<file path="src/rtl/ysyx_24100027_lsu_pkg.sv">
// Shared constants, state encoding and request payload for the load/store unit.
package ysyx_24100027_lsu_pkg;

  localparam int unsigned XLEN  = 32;
  localparam int unsigned MASKW = 4;

  // RV32I memory funct3 encodings
  localparam logic [2:0] LB  = 3'b000;
  localparam logic [2:0] LH  = 3'b001;
  localparam logic [2:0] LW  = 3'b010;
  localparam logic [2:0] LBU = 3'b100;
  localparam logic [2:0] LHU = 3'b101;
  localparam logic [2:0] SB  = 3'b000;
  localparam logic [2:0] SH  = 3'b001;
  localparam logic [2:0] SW  = 3'b010;

  localparam logic [MASKW-1:0] MASK_B = 4'b0001;
  localparam logic [MASKW-1:0] MASK_H = 4'b0011;
  localparam logic [MASKW-1:0] MASK_W = 4'b1111;

  typedef enum logic [1:0] {
    ST_IDLE = 2'd0,
    ST_REQ  = 2'd1,
    ST_WAIT = 2'd2,
    ST_DONE = 2'd3
  } state_t;

  typedef struct packed {
    logic [XLEN-1:0]  addr;
    logic             wen;
    logic [XLEN-1:0]  wdata;
    logic [MASKW-1:0] wmask;
  } mem_req_t;

endpackage

</file>
<file path="src/rtl/ysyx_24100027_lsu_if.sv">
// Upstream, memory and writeback handshakes of the load/store unit.
interface ysyx_24100027_lsu_if;
  import ysyx_24100027_lsu_pkg::*;

  logic             in_valid;
  logic             in_ready;
  logic [XLEN-1:0]  in_addr;
  logic [XLEN-1:0]  in_wdata;
  logic [2:0]       in_func3;
  logic             in_ren;
  logic             in_wen;

  logic             mem_req_valid;
  logic             mem_req_ready;
  logic [XLEN-1:0]  mem_addr;
  logic             mem_wen;
  logic [XLEN-1:0]  mem_wdata;
  logic [MASKW-1:0] mem_wmask;
  logic             mem_resp_valid;
  logic [XLEN-1:0]  mem_rdata;

  logic             out_valid;
  logic             out_ready;
  logic [XLEN-1:0]  out_rdata;
  logic             out_fault;

  // Environment side: drives ops, serves memory, consumes results
  modport master (
    output in_valid, in_addr, in_wdata, in_func3, in_ren, in_wen,
    output mem_req_ready, mem_resp_valid, mem_rdata, out_ready,
    input  in_ready, mem_req_valid, mem_addr, mem_wen, mem_wdata, mem_wmask,
    input  out_valid, out_rdata, out_fault
  );

  // Load/store unit side
  modport slave (
    input  in_valid, in_addr, in_wdata, in_func3, in_ren, in_wen,
    input  mem_req_ready, mem_resp_valid, mem_rdata, out_ready,
    output in_ready, mem_req_valid, mem_addr, mem_wen, mem_wdata, mem_wmask,
    output out_valid, out_rdata, out_fault
  );
endinterface

</file>
<file path="src/rtl/ysyx_24100027_lsu_align.sv">
// Byte-lane logic: load extraction/extension, store lane replication, mask and fault.
module ysyx_24100027_lsu_align
  import ysyx_24100027_lsu_pkg::*;
(
  input  logic [1:0]       addr_lo,
  input  logic [2:0]       func3,
  input  logic             ren,
  input  logic             wen,
  input  logic [XLEN-1:0]  wdata,
  input  logic [XLEN-1:0]  rdata,
  output logic [XLEN-1:0]  load_data_c,
  output logic [XLEN-1:0]  store_data_c,
  output logic [MASKW-1:0] store_mask_c,
  output logic             fault_c
);

  logic [7:0]  byte_c;
  logic [15:0] half_c;

  assign byte_c = rdata[{addr_lo, 3'b000} +: 8];
  assign half_c = rdata[{addr_lo[1], 4'b0000} +: 16];

  // Misalignment, illegal funct3, loads-only widths used by a store, ambiguous op
  always_comb begin
    fault_c = 1'b0;
    case (func3)
      LB, LBU: fault_c = 1'b0;
      LH, LHU: fault_c = addr_lo[0];
      LW:      fault_c = (addr_lo != 2'b00);
      default: fault_c = 1'b1;
    endcase
    if (wen && func3[2]) fault_c = 1'b1;
    if (ren == wen)      fault_c = 1'b1;
  end

  // Sign/zero extension of the addressed lane
  always_comb begin
    load_data_c = rdata;
    case (func3)
      LB:      load_data_c = {{24{byte_c[7]}}, byte_c};
      LH:      load_data_c = {{16{half_c[15]}}, half_c};
      LBU:     load_data_c = {24'h0, byte_c};
      LHU:     load_data_c = {16'h0, half_c};
      default: load_data_c = rdata;
    endcase
  end

  // Store lanes replicated across the word, mask selects the addressed bytes
  always_comb begin
    store_data_c = wdata;
    store_mask_c = '0;
    if (wen) begin
      case (func3)
        SB: begin
          store_data_c = {4{wdata[7:0]}};
          store_mask_c = MASK_B << addr_lo;
        end
        SH: begin
          store_data_c = {2{wdata[15:0]}};
          store_mask_c = MASK_H << {addr_lo[1], 1'b0};
        end
        SW: begin
          store_data_c = wdata;
          store_mask_c = MASK_W;
        end
        default: store_mask_c = '0;
      endcase
    end
  end

endmodule

</file>
<file path="src/rtl/ysyx_24100027_lsu.sv">
// Multi-cycle load/store unit: one aligned word request per op, no pipelining.
module ysyx_24100027_lsu
  import ysyx_24100027_lsu_pkg::*;
(
  input  logic              clk,
  input  logic              rst,
  ysyx_24100027_lsu_if.slave bus
);

  state_t           state;
  state_t           state_n;
  logic [1:0]       addr_lo_q;
  logic [2:0]       func3_q;
  logic             ren_q;
  mem_req_t         req_q;
  logic             in_ready_q;
  logic             mem_req_valid_q;
  logic             out_valid_q;
  logic             out_fault_q;
  logic [XLEN-1:0]  out_rdata_q;

  logic             accept_c;
  logic [1:0]       al_addr_c;
  logic [2:0]       al_func3_c;
  logic [XLEN-1:0]  load_data_c;
  logic [XLEN-1:0]  store_data_c;
  logic [MASKW-1:0] store_mask_c;
  logic             fault_c;

  // While idle the lane logic decodes the incoming op; afterwards the latched one
  assign accept_c   = (state == ST_IDLE) && bus.in_valid;
  assign al_addr_c  = (state == ST_IDLE) ? bus.in_addr[1:0] : addr_lo_q;
  assign al_func3_c = (state == ST_IDLE) ? bus.in_func3 : func3_q;

  ysyx_24100027_lsu_align u_align (
    .addr_lo      (al_addr_c),
    .func3        (al_func3_c),
    .ren          (bus.in_ren),
    .wen          (bus.in_wen),
    .wdata        (bus.in_wdata),
    .rdata        (bus.mem_rdata),
    .load_data_c  (load_data_c),
    .store_data_c (store_data_c),
    .store_mask_c (store_mask_c),
    .fault_c      (fault_c)
  );

  // State register
  always_ff @(posedge clk) begin
    if (rst) state <= ST_IDLE;
    else     state <= state_n;
  end

  // Next-state logic; faults skip the memory phase entirely
  always_comb begin
    state_n = state;
    case (state)
      ST_IDLE: if (accept_c)           state_n = fault_c ? ST_DONE : ST_REQ;
      ST_REQ:  if (bus.mem_req_ready)  state_n = ST_WAIT;
      ST_WAIT: if (bus.mem_resp_valid) state_n = ST_DONE;
      ST_DONE: if (bus.out_ready)      state_n = ST_IDLE;
      default:                         state_n = ST_IDLE;
    endcase
  end

  // Registered handshakes, latched op, request payload and result
  always_ff @(posedge clk) begin
    if (rst) begin
      in_ready_q      <= 1'b1;
      mem_req_valid_q <= 1'b0;
      out_valid_q     <= 1'b0;
      out_fault_q     <= 1'b0;
      out_rdata_q     <= '0;
      addr_lo_q       <= '0;
      func3_q         <= '0;
      ren_q           <= 1'b0;
      req_q           <= '0;
    end else begin
      in_ready_q      <= (state_n == ST_IDLE);
      mem_req_valid_q <= (state_n == ST_REQ);
      out_valid_q     <= (state_n == ST_DONE);
      if (accept_c) begin
        addr_lo_q   <= bus.in_addr[1:0];
        func3_q     <= bus.in_func3;
        ren_q       <= bus.in_ren;
        out_rdata_q <= '0;
        out_fault_q <= fault_c;
        if (!fault_c) begin
          req_q.addr  <= {bus.in_addr[XLEN-1:2], 2'b00};
          req_q.wen   <= bus.in_wen;
          req_q.wdata <= store_data_c;
          req_q.wmask <= store_mask_c;
        end
      end
      if ((state == ST_WAIT) && bus.mem_resp_valid && ren_q) begin
        out_rdata_q <= load_data_c;
      end
      if ((state == ST_DONE) && bus.out_ready) begin
        out_rdata_q <= '0;
        out_fault_q <= 1'b0;
      end
    end
  end

  assign bus.in_ready      = in_ready_q;
  assign bus.mem_req_valid = mem_req_valid_q;
  assign bus.mem_addr      = req_q.addr;
  assign bus.mem_wen       = req_q.wen;
  assign bus.mem_wdata     = req_q.wdata;
  assign bus.mem_wmask     = req_q.wmask;
  assign bus.out_valid     = out_valid_q;
  assign bus.out_rdata     = out_rdata_q;
  assign bus.out_fault     = out_fault_q;

endmodule

</file>
<file path="src/flat_wrapper.sv">
// flat-port wrapper written by rule: the top's interface ports become plain ports
module ysyx_24100027_lsu_flat import ysyx_24100027_lsu_pkg::*;
  (clk, rst, bus_in_valid, bus_in_addr, bus_in_wdata, bus_in_func3, bus_in_ren, bus_in_wen, bus_mem_req_ready, bus_mem_resp_valid, bus_mem_rdata, bus_out_ready, bus_in_ready, bus_mem_req_valid, bus_mem_addr, bus_mem_wen, bus_mem_wdata, bus_mem_wmask, bus_out_valid, bus_out_rdata, bus_out_fault);
  ysyx_24100027_lsu_if bus_i ();
  input  logic clk;
  input  logic rst;
  input wire logic [$bits(bus_i.in_valid)-1:0] bus_in_valid;
  input wire logic [$bits(bus_i.in_addr)-1:0] bus_in_addr;
  input wire logic [$bits(bus_i.in_wdata)-1:0] bus_in_wdata;
  input wire logic [$bits(bus_i.in_func3)-1:0] bus_in_func3;
  input wire logic [$bits(bus_i.in_ren)-1:0] bus_in_ren;
  input wire logic [$bits(bus_i.in_wen)-1:0] bus_in_wen;
  input wire logic [$bits(bus_i.mem_req_ready)-1:0] bus_mem_req_ready;
  input wire logic [$bits(bus_i.mem_resp_valid)-1:0] bus_mem_resp_valid;
  input wire logic [$bits(bus_i.mem_rdata)-1:0] bus_mem_rdata;
  input wire logic [$bits(bus_i.out_ready)-1:0] bus_out_ready;
  output wire logic [$bits(bus_i.in_ready)-1:0] bus_in_ready;
  output wire logic [$bits(bus_i.mem_req_valid)-1:0] bus_mem_req_valid;
  output wire logic [$bits(bus_i.mem_addr)-1:0] bus_mem_addr;
  output wire logic [$bits(bus_i.mem_wen)-1:0] bus_mem_wen;
  output wire logic [$bits(bus_i.mem_wdata)-1:0] bus_mem_wdata;
  output wire logic [$bits(bus_i.mem_wmask)-1:0] bus_mem_wmask;
  output wire logic [$bits(bus_i.out_valid)-1:0] bus_out_valid;
  output wire logic [$bits(bus_i.out_rdata)-1:0] bus_out_rdata;
  output wire logic [$bits(bus_i.out_fault)-1:0] bus_out_fault;
  assign bus_i.in_valid = bus_in_valid;
  assign bus_i.in_addr = bus_in_addr;
  assign bus_i.in_wdata = bus_in_wdata;
  assign bus_i.in_func3 = bus_in_func3;
  assign bus_i.in_ren = bus_in_ren;
  assign bus_i.in_wen = bus_in_wen;
  assign bus_i.mem_req_ready = bus_mem_req_ready;
  assign bus_i.mem_resp_valid = bus_mem_resp_valid;
  assign bus_i.mem_rdata = bus_mem_rdata;
  assign bus_i.out_ready = bus_out_ready;
  assign bus_in_ready = bus_i.in_ready;
  assign bus_mem_req_valid = bus_i.mem_req_valid;
  assign bus_mem_addr = bus_i.mem_addr;
  assign bus_mem_wen = bus_i.mem_wen;
  assign bus_mem_wdata = bus_i.mem_wdata;
  assign bus_mem_wmask = bus_i.mem_wmask;
  assign bus_out_valid = bus_i.out_valid;
  assign bus_out_rdata = bus_i.out_rdata;
  assign bus_out_fault = bus_i.out_fault;
  ysyx_24100027_lsu u_core (.clk(clk), .rst(rst), .bus(bus_i));
endmodule
</file>
<file path="config.mk">
export PLATFORM = sky130hd
export DESIGN_NAME = ysyx_24100027_lsu_flat
export DESIGN_NICKNAME = d
export VERILOG_FILES = /design/src/rtl/ysyx_24100027_lsu_pkg.sv /design/src/rtl/ysyx_24100027_lsu_if.sv /design/src/rtl/ysyx_24100027_lsu_align.sv /design/src/rtl/ysyx_24100027_lsu.sv /design/src/flat_wrapper.sv
export SDC_FILE = /design/constraint.sdc
export NUM_CORES = 1
export LEC_CHECK = 0
export CORE_ASPECT_RATIO = 1.2
export CORE_MARGIN = 2
export CORE_UTILIZATION = 39
export CTS_CLUSTER_SIZE = 10
export DETAILED_ROUTE_END_ITERATION = 6
export HOLD_SLACK_MARGIN = 0.08
export MAX_ROUTING_LAYER = met4
export PLACE_DENSITY = 0.81
export SETUP_SLACK_MARGIN = 0.2
export SYNTH_ARGS = -nofsm -noshare
export SYNTH_HDL_FRONTEND = slang
export SYNTH_SLANG_ARGS = --single-unit
</file>
<file path="constraint.sdc">
create_clock -name clk -period 1.8 [get_ports clk]
set_input_delay 0.18 -clock clk [delete_from_list [all_inputs] [get_ports clk]]
set_output_delay 0.18 -clock clk [all_outputs]
set_load 0.05 [all_outputs]
</file>
Yosys cells after proc, flatten, opt, wreduce, memory -nomap -nowiden
Index checks and enable logic that the tools add are counted.
Storage, ports and cells
  register bits after elaboration: 111
  input port bits: 107
  output and inout port bits: 105
  logic and storage cells: 60
Cells by class
  equality and inequality tests: 10
  shift-type cells: 4
  mux-type cells: 18
  bitwise logic cells: 1
  reduce and logical (&&, ||, !) cells: 14
Operator list (number)
  $pmux W32 S4: 1
  $mux W32: 3
  $pmux W32 S2: 1
  $shiftx A32 B6 Y16: 1
  $shiftx A32 B6 Y8: 1
  $mux W2: 6
  $pmux W4 S3: 1
  $pmux W2 S4: 1
  $eq A2 B2 Y1 const B: 3
  $eq A3 B3 Y1 const B: 2
  $reduce_or A2 Y1: 3
  $logic_and A1 B1 Y1: 5
  $eq A2 B1 Y1 const B: 2
  $logic_not A2 Y1: 2
  $mux W4: 1
  $reduce_bool A2 Y1: 2
  $shl A1 B2 Y4 const A: 1
  $shl A2 B2 Y4 const A: 1
  $eq A3 B1 Y1 const B: 1
  $eq A3 B2 Y1 const B: 1
  $logic_not A3 Y1: 1
  $mux W3: 1
  $pmux W1 S3: 1
  $mux W1: 2
  other kinds (3): 3

Longest topological paths before layout
Gate-level depths: netlist of the first run.
  word-level depth: 11
  depth in mapped cells: 8

Cells and area by module
Synthesis of the first run repeated with hierarchy kept, for this count alone.
Unflattened totals
  cells, all modules: 589
  area, all modules: 5049.8 um2
By module, submodules not included
  ysyx_24100027_lsu: times used 1, cells an instance 418, area an instance 3888.7 um2
  ysyx_24100027_lsu_align: times used 1, cells an instance 171, area an instance 1161.1 um2

Least setup slack after synthesis of the first run
OpenSTA, ideal clock, no wires.
  path type: register -> register
  start point: register u_core.state[1]
  end point: register u_core.req_q, in the netlist u_core.bus.mem_addr[28]
  arrival: 1872 ps
  required time: 1668 ps
  path slack: -204 ps
  cell stages (with the launch flop): 9
  cell sequence: dfxtp_1 > or3b_1 > buf_4 > or3_4 > a21o_1 > buf_6 > clkbuf_1 > nand2_1 > a21oi_1
Between the ends
  cells in the longest elaborated chain, start to end: 9
  elaborated cells on any way between the ends: 18
  classes of those cells: eq/ne (4); mux (5); bitwise (1); reduce/logical (8)
RTL lines
  start, declared: RTL line ysyx_24100027_lsu.sv:10  | state_t state;
  start signal, assigned: RTL line ysyx_24100027_lsu.sv:51  | else state <= state_n;
  $logic_not A2 Y1 *: RTL line ysyx_24100027_lsu.sv:31, ysyx_24100027_lsu.sv:32, ysyx_24100027_lsu.sv:33
  $mux W3: RTL line ysyx_24100027_lsu.sv:33  | assign al_func3_c = (state == ST_IDLE) ? bus.in_func3 : func3_q;
  $eq A3 B1 Y1, or another cell as far along: RTL line ysyx_24100027_lsu_align.sv:26  | case (func3)
  $reduce_or A2 Y1: RTL line ysyx_24100027_lsu_align.sv:26
  $pmux W1 S3: RTL line ysyx_24100027_lsu_align.sv:26
  $mux W1: RTL line ysyx_24100027_lsu_align.sv:32  | if (wen && func3[2]) fault_c = 1'b1;
  $mux W1: RTL line ysyx_24100027_lsu_align.sv:33  | if (ren == wen) fault_c = 1'b1;
  $not A1 Y1 (no line)
  $reduce_and A2 Y1 (no line) *
  end, declared: RTL line ysyx_24100027_lsu.sv:15  | mem_req_t req_q;
Every way passes the cells marked *; elsewhere a longest branch is shown, timed or not.
A chain may end at the register's enable or synchronous reset.

Worst setup path after layout of the first run
  start point: register u_core.state[1]
  end point: register u_core.req_q, in the netlist u_core.bus.mem_wdata[22]
Between the ends
  cells in the longest elaborated chain, start to end: 9
  elaborated cells on any way between the ends: 20
  classes of those cells: eq/ne (4); mux (7); bitwise (1); reduce/logical (8)
RTL lines (RTL line)
  $logic_not A2 Y1 *: ysyx_24100027_lsu.sv:31, ysyx_24100027_lsu.sv:32, ysyx_24100027_lsu.sv:33
  $mux W3: ysyx_24100027_lsu.sv:33
  $eq A3 B1 Y1, or another cell as far along: ysyx_24100027_lsu_align.sv:26, ysyx_24100027_lsu_align.sv:53
  $reduce_or A2 Y1: ysyx_24100027_lsu_align.sv:26
  $pmux W1 S3: ysyx_24100027_lsu_align.sv:26
  $mux W1: ysyx_24100027_lsu_align.sv:32
  $mux W1: ysyx_24100027_lsu_align.sv:33
  $not A1 Y1 (no line)
  $reduce_and A2 Y1 (no line)
Marked as above.

==> results.tsv, run 1 <==
stage	metric	value	unit
cells_and_area	fin nets	1019	
routing	Iter 0 DRT Violations	453	
outcome	violated checks	negative setup slack	
floorplan	std cell rows	45	
logic_synthesis	most frequent cell after synthesis	nand2_1	
routing	vias per std cell	5.85	
global_routing	GRT overflow	0	
routing	Antenna Nets Post-Route	0	
logic_synthesis	Yosys warnings	0	
logic_synthesis	multiplexer share of the synthesized area	4.85	%
timing	worst hold margin	0.181	ns
cells_and_area	share of layout cells above drive strength 1	28.8	%
outcome	status	complete, but fails checks	
placement	Placed Instances	1015	
placement	routability cong.	0.916	
timing	Worst-Margin Slew	0.858	ns
logic_synthesis	asr flop ratio synth	0	%
setup_path	Worst Setup Path Type	reg -> reg	
logic_synthesis	sequential share of the synthesized area	44.9	%
setup_path	Worst Reg-to-Reg Cells	7	
logic_synthesis	Post-synth EDFFs	0	
logic_synthesis	largest family of logic cells by synthesized area	compound AO/OA/AOI/OAI gates	
logic_synthesis	synthesized instance count	603	
placement	count of buffers from port buffering	209	
pwr	total power	7.43	mW
cells_and_area	Antenna Diode Count	0	
cts	clk sinks	111	
timing	fin. max-slew vios	0	
cts	TritonCTS clock tree	built	
cts	worst-skew pair later-pin latency	0.36	ns
routing	Routed WL	22700	um
setup_path	Setup crit end kind	flip-flop	
setup_path	reg-to-reg endpoint	u_core.bus.mem_wdata[22]	
worst_hold_path	HP Class	in -> reg	
timing	Final setup viols	100	
setup_path	R2R Setup Slk	-0.37	ns
setup_path	Crit path required time	2.05	ns
floorplan	die extent in y	127	um
logic_synthesis	synth top area cells	dfxtp_1 45%, nand2_1 9.6%, a21oi_1 8.2%	
cells_and_area	final std cells w/o fill	1081	
logic_synthesis	adder-cell area share of the yosys netlist	0	%
cts	clock root cell	clkbuf_16	
pwr	Clk pwr share	29.6	%
cts	CTS Buf Count	9	
pwr	P_sw	2.38	mW
setup_path	Critical R2R Launch	u_core.state[1]	
logic_synthesis	share of the synthesized area in the top cell type	44.9	%
cells_and_area	Fillers	764	
pwr	combinational power share	35.4	%
pwr	static leakage	5.24	nW
floorplan	CORE AREA	0.0126	sq mm
pwr	Peak supply drop	0.408	mV
logic_synthesis	count of state elements after synthesis	111	
timing	final hold vios	0	
global_routing	largest net degree at the start of global routing	77	
setup_path	CP Capture Point	u_core.bus.mem_wdata[22]	
timing	Worst slew margin	42.8	%
global_routing	antenna violations before repair	0	
global_routing	Total GRT Usage	28.9	%
logic_synthesis	Synth Area in Simple Gates	18.4	%
cells_and_area	area delta synth->final	94.6	%
placement	DP Area	0.00783	sq mm
floorplan	Chip Width	107	um
floorplan	Initial Util	39.5	%
timing	min cycle time layout	2.17	ns
logic_synthesis	Synth Area per Inst	8.21	sq um
logic_synthesis	area leader, netlist	dfxtp_1	
floorplan	# IOs	212	
setup_path	crit-path max FO	8	
logic_synthesis	top cells by count, synth	127 x nand2_1, 111 x dfxtp_1, 81 x a21oi_1	
logic_synthesis	XOR/XNOR Fraction of Synth Area	0	%
placement	DPL Wire Length	13400	um
pwr	Cell Int Power	5.05	mW
logic_synthesis	fraction of the mapped netlist area in compound gates	26.4	%
floorplan	Die Area	0.0136	sq mm
routing	via count	6322	
cts	CTS max path bufs	2	
pwr	Power Density	771	mW/mm^2
cts	Hold Buf Count CTS	0	
routing	DRT Pass-1 Iters	5	
logic_synthesis	Netlist Area Pre-Place	0.00495	sq mm
timing	skew final	0.00951	ns
pwr	switch share	32.0	%
logic_synthesis	Netlist cell types	55	
timing	Setup WS post-layout	-0.375	ns
routing	DR DRC count	0	
global_routing	vias in the first global route	6130	
logic_synthesis	Top FF cell, synth	dfxtp_1	
setup_path	worst setup path startpoint	u_core.state[1]	
routing	routed length per instance	21.0	um
cts	H-tree depth	3	
cts	Clk pin slew, worst setup/hold paths	0.07	ns
global_routing	first-pass GRT wire length	30400	um
pwr	Flop pwr share	35.0	%
cells_and_area	design area	0.00964	sq mm
timing	unrepaired setup endpoints after global routing	yes	
timing	fin crit share	121	%
setup_path	CP Launch Type	flip-flop	
timing	FMAX	460	MHz
job	max-cap viol count	0	
setup_path	Worst Path Arrival	2.43	ns
==> worst min-delay path by stage <==
stage                                  startpoint                       to  slack (ns)  cells after the start
after floorplan                               rst          u_core.state[0]        0.27                      1
after global placement    u_core.bus.out_rdata[1]  u_core.bus.out_rdata[1]        0.44                      2
after detailed placement   u_core.bus.mem_addr[5]   u_core.bus.mem_addr[5]        0.45                      2
after CTS                                     rst      u_core.bus.in_ready        0.13                      3
after global routing                          rst      u_core.bus.in_ready        0.18                      3
final                                         rst      u_core.bus.in_ready        0.18                      3
==> registers in the layout, summed over array words and instances, names as in the netlist <==
register / cells
u_core.bus.mem_wdata: 32
u_core.state: 2
u_core.addr_lo_q: 2
u_core.bus.in_ready: 1
u_core.bus.mem_wmask: 4
u_core.bus.out_rdata: 32
u_core.bus.out_valid: 1
u_core.bus.mem_addr: 30
u_core.bus.mem_req_valid: 1
u_core.ren_q: 1
u_core.bus.out_fault: 1
u_core.bus.mem_wen: 1
u_core.func3_q: 3
==> repair_timing <==
action | 4_1_cts | 5_1_grt
endpoints found under the setup margin | 195 | 195
endpoints found under the hold margin | 0 | 0
setup buffers | 14 | 24
resized for setup | 66 | 206
pin swaps | 21 | 43
cloned | 5 | 7
==> metal layers <==
metal | GRT usage [%] | vias up | wire, um
met5 | - | - | 0
li1 | - | 2796 | -
met3 | 7.40 | 84 | 1800
met2 | 50.2 | 369 | 11600
met4 | 14.4 | 0 | 1090
met1 | 30.1 | 3073 | 8220
==> stage by stage <==
step                setup slack, ns  util (%)  setup TNS, ns
finish                       -0.375      76.8         -23.26
global placement             -0.528      62.4         -48.14
floorplan                    -0.169         -         -10.95
CTS                          -0.263      68.4         -16.40
global route                 -0.390      76.8         -27.96
detailed placement           -0.603      62.4         -52.35
==> layout by cell type (no fill, tap or decap), types with 5 or more instances in the layout <==
| cell type | count |
|---|---|
| buf_4 | 92 |
| inv_1 | 8 |
| o21ai_0 | 8 |
| a221o_1 | 17 |
| nor2b_1 | 5 |
| buf_12 | 8 |
| nor2_1 | 34 |
| nand2_2 | 15 |
| mux2_4 | 6 |
| dlymetal6s2s_1 | 92 |
| a2111oi_4 | 7 |
| a21oi_2 | 6 |
| o21ai_1 | 20 |
| buf_6 | 35 |
| mux2i_1 | 10 |
| nor2_2 | 5 |
| a211oi_1 | 7 |
| a311oi_1 | 10 |
| a21oi_1 | 72 |
| dfxtp_1 | 109 |
| clkbuf_16 | 14 |
| nand2_1 | 111 |
| clkdlybuf4s50_1 | 105 |
==> final cells by class <==
cell class                      instances  area (sq um)  share of cell area [%]
Timing Repair Buffer                  344          3680                    38.2
Multi-Input combinational cell        438          3170                    32.9
Sequential cell                       111          2230                    23.1
Clock buffer                           10           229                    2.38
Tap cell                              164           205                    2.13
Clock inverter                          6          91.3                   0.948
Inverter                                8          30.0                   0.312
==> worst max-delay path: stages, from the launching register on <==
cell and delay (ns):
dfxtp_4 0.38, or3b_1 0.40, or3_4 0.42, a21oi_4 0.22
buf_6 0.16, buf_12 0.13, nor2_1 0.06, a311oi_1 0.29
==> power groups by stage <==
stage | sequential, mW | combinational, mW | clock [mW]
6_report | 2.60 | 2.63 | 2.20
5_1_grt | 2.61 | 2.74 | 2.33
4_1_cts | 2.60 | 2.15 | 2.22
3_5_place_dp | 2.65 | 1.85 | 0
3_3_place_gp | 2.65 | 1.82 | 0
2_1_floorplan | 2.85 | 0.794 | 0
==> logic make-up after synthesis <==
| group | count (synthesis) |
|---|---|
| AOI/OAI and AO/OA | 201 |
| buffers and inverters | 57 |
| DFF | 111 |
| muxes | 23 |
| other | 1 |
| and+or+nand+nor | 210 |
Power figures use the tool's default switching activity.
==> run 2, diff against run 1 <==
--- a/config.mk
+++ b/config.mk
@@ -14,6 +14,7 @@
 export MAX_ROUTING_LAYER = met4
 export PLACE_DENSITY = 0.81
 export SETUP_SLACK_MARGIN = 0.2
+export SKIP_LAST_GASP = 1
 export SYNTH_ARGS = -nofsm -noshare
 export SYNTH_HDL_FRONTEND = slang
 export SYNTH_SLANG_ARGS = --single-unit
==> run 2 against run 1 <==
  * Die area stayed put
  * Setup slack better by 0.082 ns
  * The flow still finishes with violations (negative setup slack)
  * Design area is 1.2% lower
  * Sequential power hardly changed
  * Critical path depth is 1 higher
  * Combinational power is 3% lower
  * Hold slack worse by 0.0096 ns
  * Register-to-register slack better by 0.08 ns
  * Core utilization is 0.95 points lower
  * First-iteration DRC count is 19% lower
==> results.tsv, run 2 (synthesis results as in run 1) <==
stage	metric	value	unit	change
timing	min cycle time layout	2.09	ns	-0.0824 ns
cells_and_area	fin nets	1016		-0.29%
timing	fin crit share	116	%	-4.6 points
timing	Fin Setup TNS	-21.38	ns	+1.88 ns
job	max-cap viol count	0		unchanged
setup_path	crit-path max FO	8		unchanged
worst_hold_path	HP Class	in -> reg		
global_routing	busiest grt layer	met2		
routing	via count	6281		-0.65%
routing	Routed WL	22500	um	-0.98%
cts	Clk pin slew, worst setup/hold paths	0.07	ns	about the same
setup_path	cells along the critical path	or3b_1, or3_4, a21oi_4, buf_12, buf_12, clkbuf_16, nand2_1, a21oi_2		
timing	FMAX	478	MHz	+3.9%
setup_path	Worst Path Arrival	2.38	ns	-0.05 ns
cells_and_area	share of layout cells above drive strength 1	26.9	%	-1.9 points
setup_path	reg-to-reg endpoint	u_core.bus.mem_addr[16]		
setup_path	Max stage delay on crit path	0.42	ns	about the same
routing	DRT Pass-1 Iters	5		unchanged
cells_and_area	Antenna Diode Count	0		unchanged
cells_and_area	design area	0.00952	sq mm	-1.2%
timing	Setup WS post-layout	-0.292	ns	+0.0824 ns
timing	skew final	0.00833	ns	-0.00118 ns
timing	fin. max-slew vios	0		unchanged
cts	CTS max path bufs	2		unchanged
global_routing	GRT overflow	0		unchanged
timing	Final setup viols	100		unchanged
cells_and_area	most frequent cells in the layout	123 x nand2_1, 109 x dfxtp_1, 105 x clkdlybuf4s50_1		
cts	worst-skew pair later-pin latency	0.37	ns	about the same
setup_path	Setup crit end kind	flip-flop		
pwr	static leakage	5.21	nW	-0.52%
cells_and_area	final std cells w/o fill	1078		-0.28%
cts	TritonCTS clock tree	built		
setup_path	Worst Reg-to-Reg Cells	8		+1
global_routing	M2 GR Usage	49.7	%	-0.52 points
floorplan	die extent in y	127	um	unchanged
floorplan	Chip Width	107	um	unchanged
cells_and_area	commonest non-fill, non-tap cell in the layout	nand2_1		
timing	final hold vios	0		unchanged
setup_path	R2R Setup Slk	-0.29	ns	+0.08 ns
global_routing	Total GRT Usage	28.7	%	-0.15 points
floorplan	CORE AREA	0.0126	sq mm	unchanged
outcome	status	complete, but fails checks		
routing	Iter 0 DRT Violations	369		-19%
placement	Placed Instances	1015		unchanged
placement	DP Area	0.00783	sq mm	unchanged
global_routing	largest net degree at the start of global routing	77		unchanged
cts	H-tree depth	3		unchanged
cts	CTS Buf Count	9		unchanged
global_routing	GR met1 Demand/Resource	30.2	%	+0.064 points
global_routing	antenna violations before repair	0		unchanged
global_routing	first-pass GRT wire length	30200	um	-0.41%
setup_path	Worst Setup Path Type	reg -> reg		
cts	clk sinks	111		unchanged
setup_path	CP max-delay cell	or3_4		
routing	routed length per instance	20.9	um	-0.70%
cells_and_area	fin util	75.8	%	-0.95 points
setup_path	worst setup path startpoint	u_core.state[1]		
timing	unrepaired setup endpoints after global routing	yes		
floorplan	std cell rows	45		unchanged
worst_hold_path	worst hold stages	3		unchanged
pwr	Peak supply drop	0.449	mV	+10%
timing	Worst slew margin	41.4	%	-1.4 points
setup_path	CP Capture Point	u_core.bus.mem_addr[16]		
placement	routability cong.	0.916		unchanged
pwr	total power	7.36	mW	-1.0%
setup_path	most used cell, CP	buf_12		
floorplan	Die Area	0.0136	sq mm	unchanged
floorplan	Initial Util	39.5	%	unchanged
routing	DR DRC count	0		unchanged
placement	DPL Wire Length	13400	um	unchanged
routing	vias per std cell	5.83		-0.37%
setup_path	CP Launch Type	flip-flop		
setup_path	Critical R2R Launch	u_core.state[1]		
timing	Worst-Margin Slew	0.879	ns	+0.0213 ns
cts	clock root cell	clkbuf_16		
floorplan	# IOs	212		unchanged
outcome	violated checks	negative setup slack		
routing	Antenna Nets Post-Route	0		unchanged
global_routing	vias in the first global route	6095		-0.57%
cells_and_area	area delta synth->final	92.2	%	
placement	count of buffers from port buffering	209		unchanged
setup_path	Crit path required time	2.09	ns	+0.04 ns
global_routing	M3 GR Usage	7.30	%	-0.10 points
pwr	Power Density	773	mW/mm^2	+0.23%
## run 2: layer usage
metal / vias to the layer above / part of all wire, %
met4: 0 / 5.8
met2: 396 / 50
met1: 2995 / 36
met5: - / 0
li1: 2787 / -
met3: 103 / 8.3
## run 2: worst min path at each step
stage	slack (ns)	from	endpoint
2_1_floorplan	0.27	rst	u_core.state[0]
3_3_place_gp	0.44	u_core.bus.out_rdata[1]	u_core.bus.out_rdata[1]
3_5_place_dp	0.45	u_core.bus.mem_addr[5]	u_core.bus.mem_addr[5]
4_1_cts	0.13	rst	u_core.bus.in_ready
5_1_grt	0.20	rst	u_core.bus.in_ready
6_report	0.17	rst	u_core.bus.in_ready
## run 2: stage by stage
| step | hold WS (ns) | setup WS [ns] |
|---|---|---|
| finish | 0.172 | -0.292 |
| global route | 0.197 | -0.365 |
| CTS | 0.132 | -0.263 |
| detailed placement | 0.445 | -0.603 |
| global placement | 0.440 | -0.528 |
| floorplan | 0.268 | -0.169 |
## run 2: area by class of cell
type | instances | area, sq um
Clock buffer | 10 | 229
Clock inverter | 6 | 91.3
Fill cell | 783 | 3040
Inverter | 8 | 30.0
Multi-Input combinational cell | 438 | 3090
Sequential cell | 111 | 2230
Tap cell | 164 | 205
Timing Repair Buffer | 341 | 3650
## run 2: timing repair
item                                    in CTS  in global routing
hold buffers                                 0                  0
pin swaps                                   15                 36
gates resized for setup                     51                183
gates cloned                                 5                  9
endpoints found under the setup margin     195                195
setup buffers                               14                 19
## run 2: where the power goes
group | total [mW] | leakage (nW) | internal (mW) | switching, mW
registers | 2.60 | 0.899 | 2.54 | 0.0669
clock network | 2.21 | 0.157 | 1.23 | 0.974
logic | 2.55 | 4.16 | 1.24 | 1.31
total | 7.36 | 5.21 | 5.00 | 2.35
## run 2: critical path, delay by kind of cell, from the launching register on
kind	cells	cell delay [ns]
flip-flops	1	0.38
AO/OA/AOI/OAI	2	0.31
buffers and inverters	3	0.45
AND/OR/NAND/NOR	3	0.89
==> run 3, diff against run 2 <==
--- a/config.mk
+++ b/config.mk
@@ -5,6 +5,7 @@
 export SDC_FILE = /design/constraint.sdc
 export NUM_CORES = 1
 export LEC_CHECK = 0
+export ABC_AREA = 0
 export CORE_ASPECT_RATIO = 1.2
 export CORE_MARGIN = 2
 export CORE_UTILIZATION = 39
==> results of run 3 <==
Same layout as run 2: the final DEF is identical, and so are final timing and power.
